File: src/rtl/phase_timer.sv
// ---------------------------------------------------------------------------
// phase_timer
//
// Duration timer for the traffic-light controller. It decodes the
// controller's one-hot phase indication, counts the configured number of
// seconds for the active phase and returns a single-cycle end pulse for that
// phase when its time runs out. The remaining seconds are exported in binary
// and as two BCD digits for the countdown display.
//
// Parameters
//   TICK_DIV : clk cycles per one-second tick (>= 2)
//   G_TIME   : green duration in seconds   (clipped to 1..99)
//   Y_TIME   : yellow duration in seconds  (clipped to 1..99)
//   R_TIME   : all-red duration in seconds (clipped to 1..99)
//
// Ports
//   clk          in   clock, all state on rising edge
//   rst_n        in   synchronous, active-low reset
//   fsm_g        in   controller is in a green phase
//   fsm_y        in   controller is in a yellow phase
//   fsm_r        in   controller is in an all-red phase
//   hold         in   freeze prescaler and countdown while high
//   g_end        out  one-cycle pulse, green time expired
//   y_end        out  one-cycle pulse, yellow time expired
//   r_end        out  one-cycle pulse, red time expired
//   remain       out  seconds remaining in current phase, 0..99
//   remain_tens  out  BCD tens digit of remain
//   remain_ones  out  BCD ones digit of remain
// ---------------------------------------------------------------------------
module phase_timer #(
  parameter int TICK_DIV = 50_000_000,
  parameter int G_TIME   = 25,
  parameter int Y_TIME   = 3,
  parameter int R_TIME   = 2
) (
  input  logic       clk,
  input  logic       rst_n,
  input  logic       fsm_g,
  input  logic       fsm_y,
  input  logic       fsm_r,
  input  logic       hold,
  output logic       g_end,
  output logic       y_end,
  output logic       r_end,
  output logic [6:0] remain,
  output logic [3:0] remain_tens,
  output logic [3:0] remain_ones
);

  // Prescaler width; TICK_DIV >= 2 keeps this at least one bit.
  localparam int PW = $clog2(TICK_DIV);

  // Decoded phase encoding.
  localparam logic [1:0] PH_NONE = 2'd0;
  localparam logic [1:0] PH_G    = 2'd1;
  localparam logic [1:0] PH_Y    = 2'd2;
  localparam logic [1:0] PH_R    = 2'd3;

  // Timer states.
  localparam logic [1:0] IDLE  = 2'd0;
  localparam logic [1:0] COUNT = 2'd1;
  localparam logic [1:0] DONE  = 2'd2;

  // Saturate a configured duration into the displayable 1..99 range.
  function automatic logic [6:0] clip_dur(input int d);
    if (d < 1) begin
      return 7'd1;
    end else if (d > 99) begin
      return 7'd99;
    end else begin
      return 7'(d);
    end
  endfunction

  // Binary 0..99 to two BCD digits by repeated compare/subtract of ten.
  function automatic logic [7:0] to_bcd(input logic [6:0] v);
    logic [6:0] rem;
    logic [3:0] tens;
    rem  = v;
    tens = 4'd0;
    for (int i = 0; i < 9; i++) begin
      if (rem >= 7'd10) begin
        rem  = rem - 7'd10;
        tens = tens + 4'd1;
      end
    end
    return {tens, 4'(rem)};
  endfunction

  localparam logic [6:0] G_DUR = clip_dur(G_TIME);
  localparam logic [6:0] Y_DUR = clip_dur(Y_TIME);
  localparam logic [6:0] R_DUR = clip_dur(R_TIME);
  localparam logic [PW-1:0] PRESC_LAST = PW'(TICK_DIV - 1);

  function automatic logic [6:0] dur_of(input logic [1:0] ph);
    case (ph)
      PH_G:    return G_DUR;
      PH_Y:    return Y_DUR;
      PH_R:    return R_DUR;
      default: return 7'd0;
    endcase
  endfunction

  logic [1:0]    phase;
  logic [1:0]    prev_phase;
  logic [1:0]    state;
  logic [1:0]    state_nx;
  logic [PW-1:0] presc;
  logic [PW-1:0] presc_nx;
  logic [6:0]    remain_nx;
  logic          g_end_nx;
  logic          y_end_nx;
  logic          r_end_nx;
  logic          entry;
  logic          tick;

  // Phase decode: exactly one indication high selects a phase; anything else
  // (none, or an illegal overlap) is treated as NONE.
  always_comb begin
    case ({fsm_g, fsm_y, fsm_r})
      3'b100:  phase = PH_G;
      3'b010:  phase = PH_Y;
      3'b001:  phase = PH_R;
      default: phase = PH_NONE;
    endcase
  end

  assign entry = (phase != PH_NONE) && (phase != prev_phase);
  assign tick  = (state == COUNT) && !hold && (presc == PRESC_LAST);

  // Next-state logic. NONE wins over everything, then phase entry, so a
  // phase change mid-count reloads without ever pulsing the abandoned phase.
  always_comb begin
    state_nx  = state;
    presc_nx  = presc;
    remain_nx = remain;
    g_end_nx  = 1'b0;
    y_end_nx  = 1'b0;
    r_end_nx  = 1'b0;

    if (phase == PH_NONE) begin
      state_nx  = IDLE;
      presc_nx  = '0;
      remain_nx = 7'd0;
    end else if (entry) begin
      state_nx  = COUNT;
      presc_nx  = '0;
      remain_nx = dur_of(phase);
    end else if ((state == COUNT) && !hold) begin
      if (tick) begin
        presc_nx = '0;
        if (remain > 7'd1) begin
          remain_nx = remain - 7'd1;
        end else begin
          // Last second elapsed: pulse for the phase that is still active.
          remain_nx = 7'd0;
          state_nx  = DONE;
          case (phase)
            PH_G:    g_end_nx = 1'b1;
            PH_Y:    y_end_nx = 1'b1;
            PH_R:    r_end_nx = 1'b1;
            default: ;
          endcase
        end
      end else begin
        presc_nx = presc + PW'(1);
      end
    end
  end

  always_ff @(posedge clk) begin
    if (!rst_n) begin
      state      <= IDLE;
      prev_phase <= PH_NONE;
      presc      <= '0;
      remain     <= 7'd0;
      g_end      <= 1'b0;
      y_end      <= 1'b0;
      r_end      <= 1'b0;
    end else begin
      state      <= state_nx;
      prev_phase <= phase;
      presc      <= presc_nx;
      remain     <= remain_nx;
      g_end      <= g_end_nx;
      y_end      <= y_end_nx;
      r_end      <= r_end_nx;
    end
  end

  // Display digits follow remain combinationally.
  always_comb begin
    {remain_tens, remain_ones} = to_bcd(remain);
  end

endmodule

File: config.mk
export PLATFORM = sky130hd
export DESIGN_NAME = phase_timer
export DESIGN_NICKNAME = d
export VERILOG_FILES = /design/src/rtl/phase_timer.sv
export SDC_FILE = /design/constraint.sdc
export NUM_CORES = 1
export LEC_CHECK = 0
export CAP_MARGIN = 5
export CORE_ASPECT_RATIO = 0.8
export CORE_MARGIN = 3
export CORE_UTILIZATION = 50
export DETAILED_ROUTE_END_ITERATION = 12
export HOLD_SLACK_MARGIN = 0.1
export PLACE_DENSITY = 0.71
export SYNTH_ARGS = -nofsm -noshare
export SYNTH_HDL_FRONTEND = slang
export SYNTH_SLANG_ARGS = --single-unit
File: constraint.sdc
create_clock -name clk -period 8.9 [get_ports clk]
set_input_delay 1.78 -clock clk [delete_from_list [all_inputs] [get_ports clk]]
set_output_delay 1.78 -clock clk [all_outputs]
set_load 0.05 [all_outputs]
=== Yosys cells after proc, flatten, opt, wreduce, memory -nomap -nowiden ===
Index checks and enable logic that the tools add are counted.

* Register bits: 40
* Input port bits: 6
* Output and inout bits: 18
* Logic and storage cells: 97

* $add $sub $neg: 19
* Order comparisons: 10
* Eq/ne operators: 10
* Multiplexer cells: 32
* Bitwise gates (word level): 4
* Reduce and logical (&&, ||, !) cells: 14

{| class="wikitable"
|+ Operator list
! kind !! number
|-
| $mux 7 || 12
|-
| $ge 7x4->1 const B || 9
|-
| $sub 7x4->7 const B || 8
|-
| $mux 4 || 9
|-
| $add 4x1->4 const B || 8
|-
| $add 26x1->26 const B || 1
|-
| $eq 26x26->1 const B || 1
|-
| $mux 26 || 1
|-
| $pmux 5 s3 || 1
|-
| $mux 1 || 8
|-
| $gt 7x1->1 const B || 1
|-
| $sub 7x1->7 const B || 1
|-
| $pmux 2 s3 || 1
|-
| $reduce_and 3->1 || 2
|-
| $reduce_bool 2->1 || 3
|-
| $reduce_or 6->1 || 1
|-
| $eq 2x1->1 const B || 2
|-
| $eq 2x2->1 const B || 2
|-
| $not 1->1 || 4
|-
| $sub 4x4->4 const B || 1
|-
| $eq 3x1->1 const B || 1
|-
| $eq 3x2->1 const B || 1
|-
| $eq 3x3->1 const B || 1
|-
| $logic_and 1x1->1 || 3
|-
| other kinds (7) || 7
|}

=== Logic depth before layout (Yosys ltp) ===
* Depth after elaboration: 18
* Mapped depth: 38
* Depth with buffers taken out: 34

=== Worst setup path after synthesis ===
No wires, ideal clock.

* Path type: reg2out
* Start: register remain[1]
* End: output port remain_ones[2]
* Arrival: 8.058 ns
* Required time: 7.120 ns
* Setup slack: -0.938 ns
* Stages on the path, launching flop included: 38
* Path buffers: 5
* Cells stage by stage: dfxtp_1 buf_2 inv_1 ha_1 clkbuf_1 xor2_1 or2_1 buf_6 or3_1 a21oi_1 a221o_2 o21ai_2 a2111oi_4 xnor2_1 xor2_2 nand2_1 o211ai_1 inv_1 [... 2 more ...] a2bb2oi_2 or2_1 buf_4 xnor2_2 ha_1 nor2b_1 nand4b_1 and3_1 clkbuf_1 nand2_2 nor2_1 a21oi_1 ha_1 inv_1 o22ai_1 a31oi_4 nor2_4 mux2i_1

* Cells in the longest elaborated chain, start to end: 18
* Elaborated cells between the ends (all ways): 27
* Classes of those cells: 9 x add/sub; 9 x order compare; 9 x mux

{| class="wikitable"
|+ RTL lines
! item !! line !! source
|-
| from (decl) || 45 || <nowiki>output logic [6:0] remain,</nowiki>
|-
| from (signal assigned) || 184 || <nowiki>remain <= remain_nx;</nowiki>
|-
| $sub 7x4->7 or $ge 7x4->1 (tied branches) || 83, 82 ||
|-
| $mux 7 (*) || 82 || <nowiki>if (rem >= 7'd10) begin</nowiki>
|-
| $sub 7x4->7 or $ge 7x4->1 (tied branches) || 83, 82 ||
|-
| $mux 7 (*) || 82 ||
|-
| $sub 7x4->7 or $ge 7x4->1 (tied branches) || 83, 82 ||
|-
| $mux 7 (*) || 82 ||
|-
| $sub 7x4->7 or $ge 7x4->1 (tied branches) || 83, 82 ||
|-
| $mux 7 (*) || 82 ||
|-
| [... 2 more ...] || - ||
|-
| $sub 7x4->7 or $ge 7x4->1 (tied branches) || 83, 82 ||
|-
| $mux 7 (*) || 82 ||
|-
| $sub 7x4->7 or $ge 7x4->1 (tied branches) || 83, 82 ||
|-
| $mux 7 (*) || 82 ||
|-
| $sub 7x4->7 or $ge 7x4->1 (tied branches) || 83, 82 ||
|-
| $mux 7 (*) || 82 ||
|-
| $ge 7x4->1 or $sub 4x4->4 (tied branches) || 82, 83 ||
|-
| $mux 4 (*) || 82 ||
|-
| to (decl) || 47 || <nowiki>output logic [3:0] remain_ones</nowiki>
|}

Mark *: on every way between the ends. The rest lies on a longest branch, timed or not.

=== Final worst setup path ===
* Start: register remain[2]
* End: output port remain_tens[1]

* Cells in the longest elaborated chain, start to end: 18
* Elaborated cells between the ends (all ways): 42
* Classes of those cells: 16 x add/sub; 9 x order compare; 17 x mux

{| class="wikitable"
|+ RTL lines
! item !! line !! source
|-
| $sub 7x4->7 or $ge 7x4->1 (tied branches) || 83, 82 ||
|-
| $mux 7 or $mux 1 (tied branches) || 82 ||
|-
| $sub 7x4->7 (tied with other cells) || 83 || <nowiki>rem = rem - 7'd10;</nowiki>
|-
| $mux 7 or $mux 4 (tied branches) || 82 ||
|-
| $sub 7x4->7 (tied with other cells) || 83 ||
|-
| $mux 7 or $mux 4 (tied branches) || 82 ||
|-
| $sub 7x4->7 (tied with other cells) || 83 ||
|-
| $mux 7 or $mux 4 (tied branches) || 82 ||
|-
| [... 2 more ...] || - ||
|-
| $sub 7x4->7 (tied with other cells) || 83 ||
|-
| $mux 7 or $mux 4 (tied branches) || 82 ||
|-
| $sub 7x4->7 (tied with other cells) || 83 ||
|-
| $mux 7 or $mux 4 (tied branches) || 82 ||
|-
| $sub 7x4->7 (tied with other cells) || 83 ||
|-
| $mux 7 or $mux 4 (tied branches) || 82 ||
|-
| $ge 7x4->1 or $add 4x1->4 (tied branches) || 82, 84 ||
|-
| $mux 4 (*) || 82 ||
|-
| to (decl) || 46 || <nowiki>output logic [3:0] remain_tens,</nowiki>
|}

Marks and branches as above.

==> run_results.csv <==
group,metric,value,unit
status,status,"finished, final reports clean",
global_route,grt-busiest-layer,"met2",
power,power.share.switching,38.3,%
die,die_area,9700,um2
drt,drtAntennaViolNets,0,
synthesis,syn-instance-count,534,
clock_tree,htreeDepth,2,
synthesis,synth_area,4270,um2
synthesis,ys_ff_latch,40,
placed_design,portBuffers,23,
clock_tree,cts_tree,"yes",
timing,layout_min_cycle_time,8.67,ns
power,finalPower,0.000586,W
layout,syn_to_final_growth,27.6,%
synthesis,synthArstFlopShare,0,%
power,switching_power,0.000225,W
worst_setup_path,crit_type,"flip-flop to output port",
timing,max_freq,115,MHz
timing,period_share,97.4,%
worst_setup_path,crit_path_max_incr_delay,0.42,ns
die,die_h,88.7,um
global_route,met3_usage,3.72,%
drt,routed_wl,11500,um
worst_setup_path,cp_max_fo,11,
worst_setup_path,worstPathArrival,6.89,ns
power,intPower,0.000361,W
worst_setup_path,r2r-end,"remain[4]$_SDFFE_PP0P_",
timing,finalClockSkew,0.0102,ns
clock_tree,cts.path.max_buffers,2,
power,p_leak,1.98,nW
power,seqPwrFrac,31.4,%
global_route,use_met2,35.8,%
synthesis,yosys.area.top_type,"dfxtp_1",
die,core,8130,um2
drt,dr_total_vias,4239,
timing,tns,0,ns
clock_tree,clockRootBuffer,"clkbuf_8",
worst_setup_path,endpoint,"remain_tens[1]",
synthesis,synth_top_area_share,18.7,%
die,initial_core_util,52.6,%
timing,setup_viol,0,
clock_tree,worstSkewPairLatency,0.29,ns
clock_tree,numClockSinks,40,
placed_design,dpl.hpwl,8440,um
worst_setup_path,worstReg2RegStart,"presc[7]$_SDFFE_PP0P_",
synthesis,synthTopCellsByArea,"dfxtp_1, ha_1, xnor2_1",
layout,diodes,0,
worst_setup_path,worst-r2r-cell-count,7,
worst_setup_path,regToRegSetupSlack,6.04,ns
synthesis,synth_common_cells,"nor2_1, dfxtp_1, nand2_1",
global_route,antenna_found_initial,0,
power,pwr-share-clk,21.2,%
synthesis,synth_enable_flop_cells,0,
worst_setup_path,crit_start,"remain[2]$_SDFFE_PP0P_",
power,power_density,107,nW/um2
clock_tree,ctsHoldBuffers,0,
die,ios,24,
global_route,grt-ovfl-total,0,
layout,num-nets-final,616,
timing,slew_viol_final,0,
layout,fill_cells,672,
synthesis,synth_warnings,0,
min_path,min_path_type,"flip-flop to flip-flop",
synthesis,synthMostInstantiatedCell,"nor2_1",
global_route,grtUsageTotal,23.4,%
synthesis,synth_flop_cell,"dfxtp_1",
layout,drive_gt1_share,28.0,%
synthesis,ys_types,94,
die,fp-row-count,29,
worst_setup_path,required,7.12,ns
drt,wl_per_cell,16.5,um
synthesis,syn-num-nets,561,
drt,vias_per_cell,6.07,
power,p_comb_share,47.3,%
drt,drc,0,
global_route,first_global_vias,3789,
clock_tree,cts_buffers,5,
placed_design,dp_cells,666,
global_route,grt_first_pass_wirelength,18700,um
worst_setup_path,endpoint_kind,"output port",
global_route,grt_max_degree,25,
layout,fin_cells,698,
timing,slew-limit-headroom,56.8,%
drt,dr.pass1.iters,5,
synthesis,seq_area_frac_synth,18.7,%
drt,drt-initial-drc-count,390,
power,vdd_drop_max,0.0809,mV
timing,worstMarginPinSlew,0.643,ns
die,die_x,109,um
flow_run,max_cap_viol_count,0,
global_route,gr-usage-met1,35.7,%
timing,finalHoldViolCount,0,
synthesis,syn_area_per_cell,8.00,um2
clock_tree,clk_pin_slew,0.09,ns
placed_design,gp_congestion,0.971,
worst_setup_path,cp-start-kind,"flip-flop",
worst_setup_path,slowest_stage,"dfxtp_4",
==> logic make-up after synthesis <==
group	Yosys count	synth area share, %
AND/OR/NAND/NOR	229	28.4
AO/OA/AOI/OAI	140	27.5
XOR/XNOR	54	11.8
flip-flops	40	18.7
buffers and inverters	37	4.10
adder cells (fa/ha/maj)	21	6.15
multiplexers	13	3.31
==> metal layers <==
layer | vias up | share of wire, %
li1 | 2078 | -
met1 | 2001 | 49
met2 | 154 | 44
met3 | 6 | 6.7
met4 | 0 | 0.30
met5 | - | 0
==> final cells by class <==
class	instances	area, um2	area share (%)
clock inverters	2	15.0	0.275
clock buffers	6	72.6	1.33
repair buffers	66	611	11.2
well taps	108	135	2.48
multi-input cells	457	3720	68.3
flip-flops and latches	40	816	15.0
inverters	19	78.8	1.45
==> cell usage in the layout (no fill, tap or decap), types with 4 or more instances in the layout <==
cell	count
a21o_1	5
a21oi_1	23
a21oi_2	4
and2_1	9
and3_1	10
buf_12	6
buf_4	44
clkbuf_8	5
clkdlybuf4s50_1	16
dfxtp_1	34
ha_1	17
inv_1	14
inv_4	4
mux2_2	5
mux2i_1	4
nand2_1	37
nand2b_1	5
nand3_1	29
nand4_1	13
nor2_1	56
nor2_2	4
nor3_1	12
nor3b_1	6
o211a_1	4
o211ai_1	7
o21a_1	6
o21ai_0	18
o21ai_1	5
or2_2	4
or3_1	6
xnor2_1	25
xnor2_2	6
xor2_1	18
==> stage by stage <==
step / setup WS [ns] / hold slack (ns) / utilization, % / cell area, um2
3_5_place_dp: -0.0825 / 0.470 / 60.7 / 4940
3_3_place_gp: 0.161 / 0.459 / 60.7 / 4940
2_1_floorplan: 0.00365 / 0.444 / - / 4510
4_1_cts: 0.0186 / 0.481 / 62.5 / 5080
5_1_grt: -0.0593 / 0.519 / 67.1 / 5450
6_report: 0.231 / 0.474 / 67.1 / 5450
==> registers in the layout (all words and copies together) (netlist names) <==
name and cells:
presc 26, remain 7, prev_phase 2, state 2, g_end 1, r_end 1
y_end 1
==> power groups by stage <==
stage / Clock, W / Combinational, W / Sequential (W)
after CTS: 0.000128 / 0.000252 / 0.000184
after global routing: 0.000138 / 0.000298 / 0.000185
final: 0.000124 / 0.000277 / 0.000184
after global placement: 0 / 0.000244 / 0.000188
after floorplan: 0 / 0.000180 / 0.000190
after detailed placement: 0 / 0.000247 / 0.000188
==> timing repair <==
action,4_1_cts,5_1_grt
buffers inserted,5,19
resized for setup,7,44
endpoints found under the setup margin,6,7
gates cloned,0,0
pin swaps,4,25
==> critical path: cells and delay by family (launching register included) <==
family / cells / cell delay [ns]
DFF: 1 / 0.42
AOI/OAI and AO/OA: 9 / 1.81
xor gates and xnor gates: 6 / 1.10
buffers and inverters: 5 / 0.60
adders and majority gates: 4 / 0.77
muxes: 1 / 0.32
and+or+nand+nor: 7 / 1.59
==> worst min path at each step <==
stage	startpoint	end	cells after the start
2_1_floorplan	state[1]$_SDFFE_PP0P_	state[1]$_SDFFE_PP0P_	2
3_3_place_gp	state[1]$_SDFFE_PP0P_	state[1]$_SDFFE_PP0P_	2
3_5_place_dp	state[1]$_SDFFE_PP0P_	state[1]$_SDFFE_PP0P_	2
4_1_cts	state[1]$_SDFFE_PP0P_	state[1]$_SDFFE_PP0P_	2
5_1_grt	state[1]$_SDFFE_PP0P_	state[1]$_SDFFE_PP0P_	2
6_report	state[1]$_SDFFE_PP0P_	state[1]$_SDFFE_PP0P_	2
Note: power is estimated with default switching activity, not from simulation.
==> variant: new RTL, same flow settings <==
Register the inputs `fsm_g`, `fsm_y`, `fsm_r` and `hold` before use, cleared by the reset. The logic sees them one clock later.
--- a/src/rtl/phase_timer.sv
+++ b/src/rtl/phase_timer.sv
@@ -63,2 +63,21 @@
 
+  logic fsm_g_q;
+  logic fsm_y_q;
+  logic fsm_r_q;
+  logic hold_q;
+
+  always_ff @(posedge clk) begin
+    if (!rst_n) begin
+      fsm_g_q <= '0;
+      fsm_y_q <= '0;
+      fsm_r_q <= '0;
+      hold_q  <= '0;
+    end else begin
+      fsm_g_q <= fsm_g;
+      fsm_y_q <= fsm_y;
+      fsm_r_q <= fsm_r;
+      hold_q  <= hold;
+    end
+  end
+
   // Saturate a configured duration into the displayable 1..99 range.
@@ -119,3 +138,3 @@
   always_comb begin
-    case ({fsm_g, fsm_y, fsm_r})
+    case ({fsm_g_q, fsm_y_q, fsm_r_q})
       3'b100:  phase = PH_G;
@@ -128,3 +147,3 @@
   assign entry = (phase != PH_NONE) && (phase != prev_phase);
-  assign tick  = (state == COUNT) && !hold && (presc == PRESC_LAST);
+  assign tick  = (state == COUNT) && !hold_q && (presc == PRESC_LAST);
 
@@ -148,3 +167,3 @@
       remain_nx = dur_of(phase);
-    end else if ((state == COUNT) && !hold) begin
+    end else if ((state == COUNT) && !hold_q) begin
       if (tick) begin
Check against the original RTL: not equivalent (Yosys sat finds a counterexample within 4 cycles, from zero or initial values and one cycle with rst_n low).
==> variant against the original RTL <==
First-iteration DRC count decreased by 17%. Clock skew grew 1.4 ps. Routed wire length down 0.13%. Design area stayed put. Die area rose by 1.4%. Non-clock buffer count rose by 5. Synthesized area up 1.5%. Cell count up 3.9%. Power up 26%. Core utilization shrank 0.30 points. Sequential cell count increased by 4. Setup slack got worse by 150 ps. Hold slack better by 7.6 ps. Critical endpoint is now remain_tens[3]. Largest power group unchanged.
==> variant: results (changes against the original RTL) <==
stage;metric;value;unit;change
run_status;run_status;finished, final reports clean;;
drt;wl_met1;5368;µm;-4.0%
synthesis;netlist_top_cells_count;nor2_1, nand2_1, dfxtp_1;;
global_route;grt_start_max_net_pins;24;;-4.0%
worst_setup_path;endpoint_arrival_time_on_the_critical_path;7040;ps;+150 ps
global_route;grt_use_met1;32.16;%;-3.5 points
drt;routed_wire_length_per_instance;15.88;µm;-3.8%
worst_setup_path;critical_path.max_fanout;6;;-5
global_route;grt_util_met2;37.22;%;+1.4 points
worst_setup_path;reg2reg_setup_slack;6060;ps;+20 ps
synthesis;synth.distinct_cells;90;;-4.3%
place;place_hpwl;8383;µm;-0.64%
synthesis;synthesis.nets;585;;+4.3%
synthesis;yosys.area_share.adder;5.770;%;-0.38 points
worst_setup_path;slowest_stage;a2111oi_2;;
hold_path;type_of_the_worst_min_delay_path;reg2reg;;
drt;detailedRoute.firstPassIterationCount;5;;unchanged
worst_setup_path;crit_path_max_incr_delay;460;ps;+40 ps
hold_path;beginning_of_the_worst_hold_path;presc[1]$_SDFFE_PP0P_;;
global_route;global_route_total_usage_across_every_layer;23.49;%;+0.080 points
sta;worst_hold_slack;482.1;ps;+7.603 ps
synthesis;synth_warnings;0;;unchanged
global_route;grt_util_met3;5.054;%;+1.3 points
synthesis;postSynthAreaPerCell;7.758;µm²;-3.0%
power_and_ir_drop;power.static_leakage;2.022;nW;+2.0%
drt;vias_per_cell;6.081;;+0.14%
drt;finalWirelength;11510;µm;-0.13%
synthesis;xor_xnor_cell_area_share_of_the_yosys_netlist;10.91;%;-0.87 points
global_route;grt_pass1_vias;3997;;+5.5%
place;place_congestion;0.9491;;-2.3%
synthesis;synthMuxAreaShare;4.847;%;+1.5 points
clock_tree;clk-insertion-delay-late;310;ps;+20 ps
synthesis;yosysSeqAreaShare;20.31;%;+1.6 points
sta;slew_headroom;50.22;%;-6.5 points
final_layout;final_layout_size_suffix_gt1_share;24.80;%;-3.2 points
power_and_ir_drop;p_sw;0.3018;mW;+34%
sta;clock-skew-final;11.59;ps;+1.423 ps
sta;max_freq;113.4;MHz;-1.7%
power_and_ir_drop;max-vdd-ir-drop;0.1143;mV;+41%
hold_path;hold-path-endpoint;presc[1]$_SDFFE_PP0P_;;
drt;drt_first_iter_violations;325;;-17%
synthesis;synth-compound-area-share;25.39;%;-2.1 points
clock_tree;clk_pin_slew;90;ps;about the same
synthesis;yosys-top-cells-area;dfxtp_1, xnor2_1, ha_1, nor2_1, nand2_1;;
drt;wl_met2;5324;µm;+4.0%
worst_setup_path;timing.reg2reg.worst_path_depth;8;;+1
## variant: layout make-up
| type | count | area (µm²) | share of cell area (%) |
|---|---|---|---|
| repair buffers | 71 | 659.4 | 12.10 |
| well taps | 108 | 135.1 | 2.479 |
| clock inverters | 2 | 10.01 | 0.1837 |
| clock buffers | 6 | 82.58 | 1.515 |
| flip-flops and latches | 44 | 888.4 | 16.30 |
| multi-input cells | 473 | 3590 | 65.86 |
| inverters | 21 | 85.08 | 1.561 |
## variant: what timing repair did
| item | 4_1_cts | 5_1_grt |
|---|---|---|
| gates cloned | 0 | 0 |
| endpoints found under the setup margin | 7 | 7 |
| hold buffers | 0 | 0 |
| pin swaps | 5 | 14 |
| buffers inserted | 16 | 12 |
| resized for setup | 16 | 32 |
## variant: power by group through the flow
stage	clock network, mW	logic (mW)	registers [mW]
2_1_floorplan	0	0.247	0.211
3_3_place_gp	0	0.335	0.208
3_5_place_dp	0	0.340	0.209
4_1_cts	0.136	0.356	0.204
5_1_grt	0.147	0.431	0.204
6_report	0.133	0.401	0.204
